--- src/rtl/arbitro_pkg.sv ---
// arbitro_pkg: default sizing, stall-mode encoding and one-hot decode shared by arbitro_wrr
package arbitro_pkg;
   localparam int NCH_DEF = 4;
   localparam int WEIGHT_W_DEF = 4;
   localparam logic [15:0] WEIGHTS_DEF = 16'h1234;
   localparam int NCH_MAX = 8;
   typedef enum logic {STALL_LAST = 1'b0, STALL_ALL = 1'b1} stall_mode_e;
   function automatic logic [NCH_MAX-1:0] onehot(input logic [2:0] idx);
      return NCH_MAX'(1) << idx;
   endfunction
endpackage

--- src/rtl/arbitro_wrr_rr_search.sv ---
// rr_search: first set bit of mask_i at or after start_i, wrapping modulo N
module rr_search #(
   parameter int N = 4,
   parameter int W = 2
) (
   input  logic [N-1:0] mask_i,
   input  logic [W-1:0] start_i,
   output logic         found_o,
   output logic [W-1:0] idx_o
);
   always_comb begin
      found_o = 1'b0;
      idx_o   = '0;
      // descending offsets so the nearest hit is the one left standing
      for (int k = N-1; k >= 0; k--) begin
         if (mask_i[(int'(start_i) + k) % N]) begin
            found_o = 1'b1;
            idx_o   = W'((int'(start_i) + k) % N);
         end
      end
   end
endmodule

--- src/rtl/arbitro_wrr.sv ---
// arbitro_wrr: weighted round-robin pop arbiter with one-cycle-delayed push routing.
// Optional ARBITRO_WRR_STATS_EN adds per-channel saturating grant counters on grant_cnt.
module arbitro_wrr import arbitro_pkg::*; #(
   parameter int NCH = NCH_DEF,
   parameter int DEST_W = 2,
   parameter int WEIGHT_W = WEIGHT_W_DEF,
   parameter logic [NCH*WEIGHT_W-1:0] WEIGHTS = WEIGHTS_DEF,
   parameter int STALL_ANY = 1
) (
   input  logic              clk,
   input  logic              reset_L,
   input  logic [NCH-1:0]    FIFO_empty,
   input  logic [NCH-1:0]    Almost_full,
   input  logic [DEST_W-1:0] dest,
   output logic [NCH-1:0]    Pops,
   output logic [NCH-1:0]    Push,
`ifdef ARBITRO_WRR_STATS_EN
   output logic [NCH*16-1:0] grant_cnt,
`endif
   output logic [DEST_W-1:0] grant_idx
);
   localparam stall_mode_e MODE = (STALL_ANY != 0) ? STALL_ALL : STALL_LAST;
   logic [NCH-1:0]      pops_q, pops_d, push_q, push_d, elig;
   logic [DEST_W-1:0]   gidx_q, gidx_d, ptr_q, ptr_d, lp_q, start, found_idx, g;
   logic [WEIGHT_W-1:0] cred_q, cred_d, c, w_g;
   logic                lpv_q, stall, found;

   always_comb begin
      for (int i = 0; i < NCH; i++) elig[i] = !FIFO_empty[i] && WEIGHTS[i*WEIGHT_W +: WEIGHT_W] != '0;
   end

   assign start = (int'(ptr_q) == NCH-1) ? '0 : ptr_q + 1'b1;
   assign stall = (MODE == STALL_ALL) ? |Almost_full : lpv_q && Almost_full[lp_q];

   // the search wraps through every channel, so found doubles as "anything eligible"
   rr_search #(.N(NCH), .W(DEST_W)) u_search (
      .mask_i  (elig),
      .start_i (start),
      .found_o (found),
      .idx_o   (found_idx)
   );

   always_comb begin
      g      = elig[ptr_q] ? ptr_q : found_idx;
      c      = elig[ptr_q] ? cred_q + 1'b1 : WEIGHT_W'(1);
      w_g    = WEIGHTS[int'(g)*WEIGHT_W +: WEIGHT_W];
      pops_d = '0;
      gidx_d = gidx_q;
      ptr_d  = ptr_q;
      cred_d = cred_q;
      if (!stall && found) begin
         pops_d = NCH'(onehot(3'(g)));
         gidx_d = g;
         ptr_d  = (c == w_g) ? ((int'(g) == NCH-1) ? '0 : g + 1'b1) : g;
         cred_d = (c == w_g) ? '0 : c;
      end
      push_d = (pops_q != '0 && int'(dest) < NCH) ? NCH'(onehot(3'(dest))) : '0;
   end

   always_ff @(posedge clk or negedge reset_L) begin
      if (!reset_L) begin
         pops_q <= '0;
         push_q <= '0;
         gidx_q <= '0;
         ptr_q  <= '0;
         cred_q <= '0;
         lp_q   <= '0;
         lpv_q  <= 1'b0;
      end else begin
         pops_q <= pops_d;
         push_q <= push_d;
         gidx_q <= gidx_d;
         ptr_q  <= ptr_d;
         cred_q <= cred_d;
         if (push_d != '0) begin
            lp_q  <= dest;
            lpv_q <= 1'b1;
         end
      end
   end

   assign Pops      = pops_q;
   assign Push      = push_q;
   assign grant_idx = gidx_q;

`ifdef ARBITRO_WRR_STATS_EN
   logic [NCH*16-1:0] cnt_q;
   always_ff @(posedge clk or negedge reset_L) begin
      if (!reset_L) cnt_q <= '0;
      else for (int i = 0; i < NCH; i++)
         if (pops_d[i] && cnt_q[i*16 +: 16] != 16'hFFFF) cnt_q[i*16 +: 16] <= cnt_q[i*16 +: 16] + 16'd1;
   end
   assign grant_cnt = cnt_q;
`endif
endmodule

--- config.mk ---
export PLATFORM = sky130hd
export DESIGN_NAME = arbitro_wrr
export DESIGN_NICKNAME = d
export VERILOG_FILES = /design/src/rtl/arbitro_pkg.sv /design/src/rtl/arbitro_wrr_rr_search.sv /design/src/rtl/arbitro_wrr.sv
export SDC_FILE = /design/constraint.sdc
export NUM_CORES = 1
export LEC_CHECK = 0
export BUFFER_PORTS_ARGS = -buffer_cell sky130_fd_sc_hd__clkbuf_2
export CAP_MARGIN = 20
export CORE_MARGIN = 4
export CORE_UTILIZATION = 25
export DETAILED_ROUTE_END_ITERATION = 8
export PLACE_DENSITY_LB_ADDON = 0.05
export SLEW_MARGIN = 20
export SYNTH_ARGS = -nofsm -noshare
export SYNTH_HDL_FRONTEND = slang
export SYNTH_HIERARCHICAL = 1
export SYNTH_SLANG_ARGS = --single-unit
--- constraint.sdc ---
create_clock -name clk -period 7.15 [get_ports clk]
set_clock_uncertainty 0.05 [all_clocks]
set_input_delay 0.715 -clock clk [delete_from_list [all_inputs] [get_ports clk]]
set_output_delay 0.715 -clock clk [all_outputs]
set_load 0.01 [all_outputs]
* After elaboration in Yosys (flattened, before gate mapping)
Cells that the tools add are included.
** Operators by class
- Add/sub/neg operators :: 6
- $lt $le $gt $ge :: 5
- Equal/unequal tests :: 3
- Shifts and indexed selects :: 3
- Muxes and demuxes :: 29
- Bitwise operators :: 3
- Reductions and logical operators :: 11
** Operators by type and width (count)
- 2-bit 2-to-1 mux :: 8
- 4-bit 2-to-1 mux :: 4
- 16-bit by 5-bit variable part select with 4-bit output, first input constant :: 1
- 3-bit by 4-bit < comparator with 1-bit output, second input constant :: 3
- 1-bit 2-to-1 mux :: 12
- 1-bit binary-select mux with 2-bit select :: 5
- 1-bit by 2-bit << shifter with 4-bit output, first input constant :: 2
- 2-bit by 1-bit adder with 2-bit output, second input constant :: 3
- 2-bit by 3-bit < comparator with 1-bit output, second input constant :: 2
- 2-bit OR reduction :: 3
- 1-bit logical NOT :: 5
- 2-bit adder, second input constant :: 2
- 4-bit by 1-bit adder with 4-bit output, second input constant :: 1
- 2-bit by 1-bit == test with 1-bit output, second input constant :: 2
- 4-bit == test :: 1
- 4-bit nonzero test :: 1
- 4-bit OR reduction :: 1
- 1-bit AND, first input constant :: 3
- 1-bit logical AND :: 1
** Storage, ports and cells
- Flip-flop bits (word level) :: 16
- Input port bits :: 12
- Output and inout port bits :: 10
- Logic and storage cells :: 65

* Logic depth before layout (Yosys ltp)
- Word-level depth :: 16
- Mapped depth :: 12
- Depth with buffers taken out :: 12

* Modules after synthesis
The synthesis kept the hierarchy.
** Modules (own cells, without submodules)
- arbitro_wrr :: times used 1, cells each 94, area each 888.4 sq um, sequential area each 400.4 sq um
- rr_search :: times used 1, cells each 13, area each 77.6 sq um, sequential area each 0.0 sq um

* Worst setup path after synthesis
No wires, ideal clock.
- Path kind :: register to register
- From :: register ptr_q[1]
- To :: register cred_q[0]
- Setup time :: 0.121 ns
- Data arrival time :: 2.697 ns
- Setup slack :: 4.283 ns
- Stages on the path, launching flop included :: 13
- Buffers on the path :: 0
- Clock period less this slack :: 2.867 ns
- Cells stage by stage :: dfrtp_1 ha_1 nand2b_1 a21oi_1 a211oi_2 or2b_1 nand2_1 nand2_1 ha_1 or3_1 o22ai_2 o21ai_1 a22o_1
** On the way
- Longest elaborated chain between the ends :: 14
- Elaborated cells on any way between the ends :: 33
- Those cells by class :: add/sub (4); eq/ne (2); shift (1); mux (25); reduce/logical (1)
** RTL lines
- start: declaration :: RTL line arbitro_wrr.sv:24 : logic [DEST_W-1:0] gidx_q, gidx_d, ptr_q, ptr_d, lp_q, start, found_idx, g;
- start signal: assignment :: RTL line arbitro_wrr.sv:73 : ptr_q <= ptr_d;
- 2-bit by 1-bit adder with 2-bit output or 2-bit by 1-bit == test with 1-bit output (tied branches) :: RTL line arbitro_wrr.sv:32 : assign start = (int'(ptr_q) == NCH-1) ? '0 : ptr_q + 1'b1;
- 2-bit 2-to-1 mux * :: RTL line arbitro_wrr.sv:32
- via start[1] :: RTL line arbitro_wrr.sv:24
- 2-bit adder :: RTL line arbitro_wrr_rr_search.sv:16 : if (mask_i[(int'(start_i) + k) % N]) begin
- 1-bit binary-select mux with 2-bit select :: RTL line arbitro_wrr_rr_search.sv:16
- 1-bit 2-to-1 mux (not written as such) (2 in series) :: RTL line arbitro_wrr_rr_search.sv:16
- 2-bit 2-to-1 mux (3 in series) :: RTL line arbitro_wrr_rr_search.sv:16
- 2-bit 2-to-1 mux * :: RTL line arbitro_wrr_rr_search.sv:16
- via found_idx[0] :: RTL line arbitro_wrr.sv:24
- 2-bit 2-to-1 mux * :: RTL line arbitro_wrr.sv:44 : g = elig[ptr_q] ? ptr_q : found_idx;
- via g[0] :: RTL line arbitro_wrr.sv:24
- 16-bit by 5-bit variable part select with 4-bit output * :: RTL line arbitro_wrr.sv:46 : w_g = WEIGHTS[int'(g)*WEIGHT_W +: WEIGHT_W];
- 4-bit == test * :: RTL line arbitro_wrr.sv:55 : cred_d = (c == w_g) ? '0 : c;
- 4-bit 2-to-1 mux * :: RTL line arbitro_wrr.sv:55
- end signal: assignment :: RTL line arbitro_wrr.sv:74 : cred_q <= cred_d;
- end: declaration :: RTL line arbitro_wrr.sv:25 : logic [WEIGHT_W-1:0] cred_q, cred_d, c, w_g;
Mark *: on every way through the listed nets, which the timed path passes. The rest lies on a longest branch. The select of a mux whose other input is x is not followed.
A chain may end at the register's enable or synchronous reset.

* Worst setup path after layout
- From :: register ptr_q[0]
- To :: register cred_q[0]
The elaborated chain is that of the path after synthesis.

==> parameters.txt <==
Parameter                              Value

Power and ir drop
  Part of the total power dissipated in combinational logic    48.2%
  Switching component of the power    0.000171 W
  Proportion of power drawn by flip-flops and latches    approximately a third
  Cell leakage power    0.573 nW
  Total power divided by cell area    356 nW/um^2
  Largest vdd supply drop    184 uV
  Portion of total power attributed to the clock network    19.2%
  Internal power consumption    0.000245 W
  Sw Share    41.1%

Clock tree
  Clock-pin slew on the worst setup and hold paths    0.06 ns
  TritonCTS clock tree    done
  Clock root buffer    clkbuf_8
  Resized cells post-CTS    0
  Number of sinks on the clock net    16
  Largest buffer count on any clock path    2
  Deepest level of the CTS H-tree    1
  CTS Hold Buffers Added    0
  Post-CTS Setup Inserts    0
  Clock buffer count from CTS    3
  Latest clock arrival within the worst-skew pair    0.25 ns

Layout
  Nets    146
  Syn-to-layout area delta    21.1%
  Fraction of final layout cells with drive strength greater than 1    23.1%
  Antenna fix cells    0
  Non-Filler Instances    178
  Filler cell count    424

STA
  Fraction of the cycle the final worst path needs    45.8%
  Final critical-path required period    3.28 ns
  Total Negative Setup Slacks    0 ns
  RSZ-0062 raised after global routing    false
  Final count of negative-setup-slack endpoints    0
  Worst hold-check slack    0.334 ns
  Max-slew violation total from the final report    0
  Slew Limit Headroom    58.2%
  Final hold vios    0
  Highest clock rate    around 310 MHz
  Actual slew at the worst max-slew pin    around 0.62 ns

Synthesis
  Library cells used by synthesis    37
  Synth Instances    approximately 110
  Synthesized area divided by synthesized cell count    roughly 9 um^2
  Library cell occupying the most area in the post-synthesis netlist    dfrtp_1
  Count leader, synth    dfrtp_1
  Cell area after synthesis    966 um^2
  Number of warning messages in the yosys log    6
  Mapped Nets    122
  Proportion of synthesized chip area in sequential cells    between 40% and 50%
  Ranking of synthesized cells by area    dfrtp_1, nand2_1, ha_1
  Ranking of synthesized cells by instance count    dfrtp_1, nand2_1, nor2_1, inv_1
  Number of enable-type register cells in the synthesized netlist    0
  Most used flip-flop cell after synthesis    dfrtp_1
  Proportion of register bits with asynchronous set or reset after synthesis    100%
  Yosys reg bits    16
  Portion of synthesized cell area occupied by the leading cell type    41.5%

Setup path
  CP startpoint kind    flop
  Crit Path Category    flop to flop
  Number of cells on the worst reg-to-reg path    12
  Required time of the critical path    7.24 ns
  Critical register-to-register path endpoint    cred_q[0]$_DFFE_PN0N_
  Ordered cell list for the critical path    ha_1 > nand2b_1 > a21oi_1 > a211oi_2 > or2b_1 > nand2_1 > nand2_1 > ha_1 > or3_1 > o22ai_2 > o21ai_1 > a22o_1
  Worst setup endpoint    cred_q[0]$_DFFE_PN0N_
  Worst R2R Start    ptr_q[0]$_DFFE_PN0N_
  Cell at the slowest stage of the critical path    dfrtp_1
  Beginning of the critical path    ptr_q[0]$_DFFE_PN0N_
  Biggest cell delay along the critical path    0.51 ns
  Worst reg2reg setup slack    3.87 ns
  Data arrival time of the critical path    roughly 3.4 ns
  Endpoint kind of the worst setup timing path    flop
  Worst Path Max Fanout    12

Die
  Initial core utilization    26.2%
  Die X-Extent    70.2 um
  I/O pins    22
  Core Rows    22
  Placeable core area    3690 um^2
  Die area    ~4900 um^2
  Die Y-Extent    70.2 um

Routing
  Number of vias per cell    4.72
  Post-route ant nets    0
  Via total after detailed routing    840
  Wire length reported by the detailed router    2300 um
  Average wire per cell in the routed design    12.9 um
  First-pass DRT Iterations    4
  Number of remaining DRC errors    0
  Initial drt markers    45

Placement
  Final GP Congestion    0.778
  Placed Cells    174
  Half-perimeter wire length of the detailed placement result    around 1800 um
  Buffers added on ports    21

GRT
  Antenna violations before repair    0
  Global routing usage summed across all routing layers    slightly above 10%
  Total grt overflow    0
  Maximum number of pins on one net before global-route repair    17
  Via count of the first global-routing pass    839
  Global-route wire length before repair    slightly below 4000 um

Hold path
  Path category of the worst min-delay check    input pin to async pin

Status
  Result of the run    completed

Job
  Number of maximum-capacitance violations    0
[state kept, by name, summed over array words and instances, names as in the netlist]
| signal | cells |
|---|---|
| Pops | 4 |
| Push | 4 |
| cred_q | 4 |
| grant_idx | 2 |
| ptr_q | 2 |
[final cells by class]
type	count	area, um^2	area share [%]
Multi-Input combinational cell	82	523	44.7
Sequential cell	16	400	34.2
Timing Repair Buffer	21	105	8.98
Tap cell	48	60.1	5.13
Clock buffer	4	55.1	4.71
Inverter	7	26.3	2.25
[kinds of logic (layout without fill, tap and decap cells)]
| logic type | after synthesis | count (layout) | synth area share [%] |
|---|---|---|---|
| AO/OA/AOI/OAI | 25 | 25 | 18.0 |
| flip-flops | 16 | 16 | 41.5 |
| XOR/XNOR | 3 | 3 | 2.72 |
| AND/OR/NAND/NOR | 46 | 46 | 24.0 |
| buffers and inverters | 9 | 32 | 4.40 |
| multiplexers | 5 | 5 | 5.57 |
| adder cells (fa/ha/maj) | 3 | 3 | 3.89 |
[per-layer routing]
metal / track usage [%] / vias up / part of all wire [%]
met5: 0 / - / 0
li1: - / 427 / -
met2: 16.5 / 20 / 47
met1: 12.7 / 389 / 46
met3: 3.60 / 4 / 5.8
met4: 3.83 / 0 / 1.7
[power by group through the flow]
stage	sequential [W]	clock, W	combinational [W]
final	0.000135	0.0000799	0.000201
after global placement	0.000138	0	0.000200
after floorplan	0.000130	0	0.000162
after global routing	0.000140	0.0000889	0.000228
after detailed placement	0.000138	0	0.000200
after CTS	0.000136	0.0000833	0.000202
[placed cells by master (no fill, tap or decap)]
| master | count |
|---|---|
| a21oi_1 | 5 |
| o2bb2ai_1 | 1 |
| nor3b_1 | 3 |
| a22o_1 | 1 |
| o22ai_1 | 1 |
| a211oi_2 | 1 |
| mux2i_1 | 2 |
| clkbuf_8 | 4 |
| a311oi_1 | 1 |
| and2_1 | 1 |
| a21o_1 | 1 |
| or3_1 | 1 |
| mux2_2 | 3 |
| o41ai_1 | 1 |
| inv_1 | 7 |
| dfrtp_1 | 16 |
| nor2_1 | 10 |
| nand2b_1 | 3 |
| or2b_1 | 1 |
| xor2_1 | 3 |
| nand2_1 | 14 |
| o21ai_1 | 1 |
| o211ai_1 | 2 |
| o21bai_1 | 1 |
| a211oi_1 | 1 |
| o21a_1 | 2 |
| o22ai_2 | 1 |
| and3b_1 | 1 |
| o21ai_0 | 5 |
| or4b_1 | 1 |
| clkbuf_2 | 21 |
| ha_1 | 3 |
| nor4_1 | 2 |
| nand3b_1 | 1 |
| nand3_1 | 3 |
| and3_1 | 1 |
| nor3_1 | 4 |
[per-stage QoR]
stage	power [W]	cell area [um^2]	setup WS, ns	util (%)
2_1_floorplan	0.000292	966	4.28	-
3_3_place_gp	0.000338	1110	3.92	30.2
3_5_place_dp	0.000337	1110	3.93	30.2
4_1_cts	0.000421	1170	3.89	31.7
5_1_grt	0.000456	1170	3.64	31.7
6_report	0.000416	1170	3.87	31.7
[critical path: cells and delay by family, from the launching register on]
kind,cells,cell delay (ns)
compound gates,5,0.78
fa+ha+maj,2,0.80
flops,1,0.51
simple gates,5,1.01
[how the worst min path moves through the flow]
stage,startpoint,endpoint,slack (ns),cells after the start
after floorplan,reset_L,Pops[0]$_DFF_PN0_,0.37,0
final,reset_L,ptr_q[0]$_DFFE_PN0N_,0.33,1
after detailed placement,grant_idx[0]$_DFFE_PN0N_,grant_idx[0]$_DFFE_PN0N_,0.44,1
after global placement,grant_idx[0]$_DFFE_PN0N_,grant_idx[0]$_DFFE_PN0N_,0.43,1
after global routing,reset_L,ptr_q[0]$_DFFE_PN0N_,0.37,1
after CTS,reset_L,ptr_q[0]$_DFFE_PN0N_,0.35,1
(Power assumes the default switching activity.)
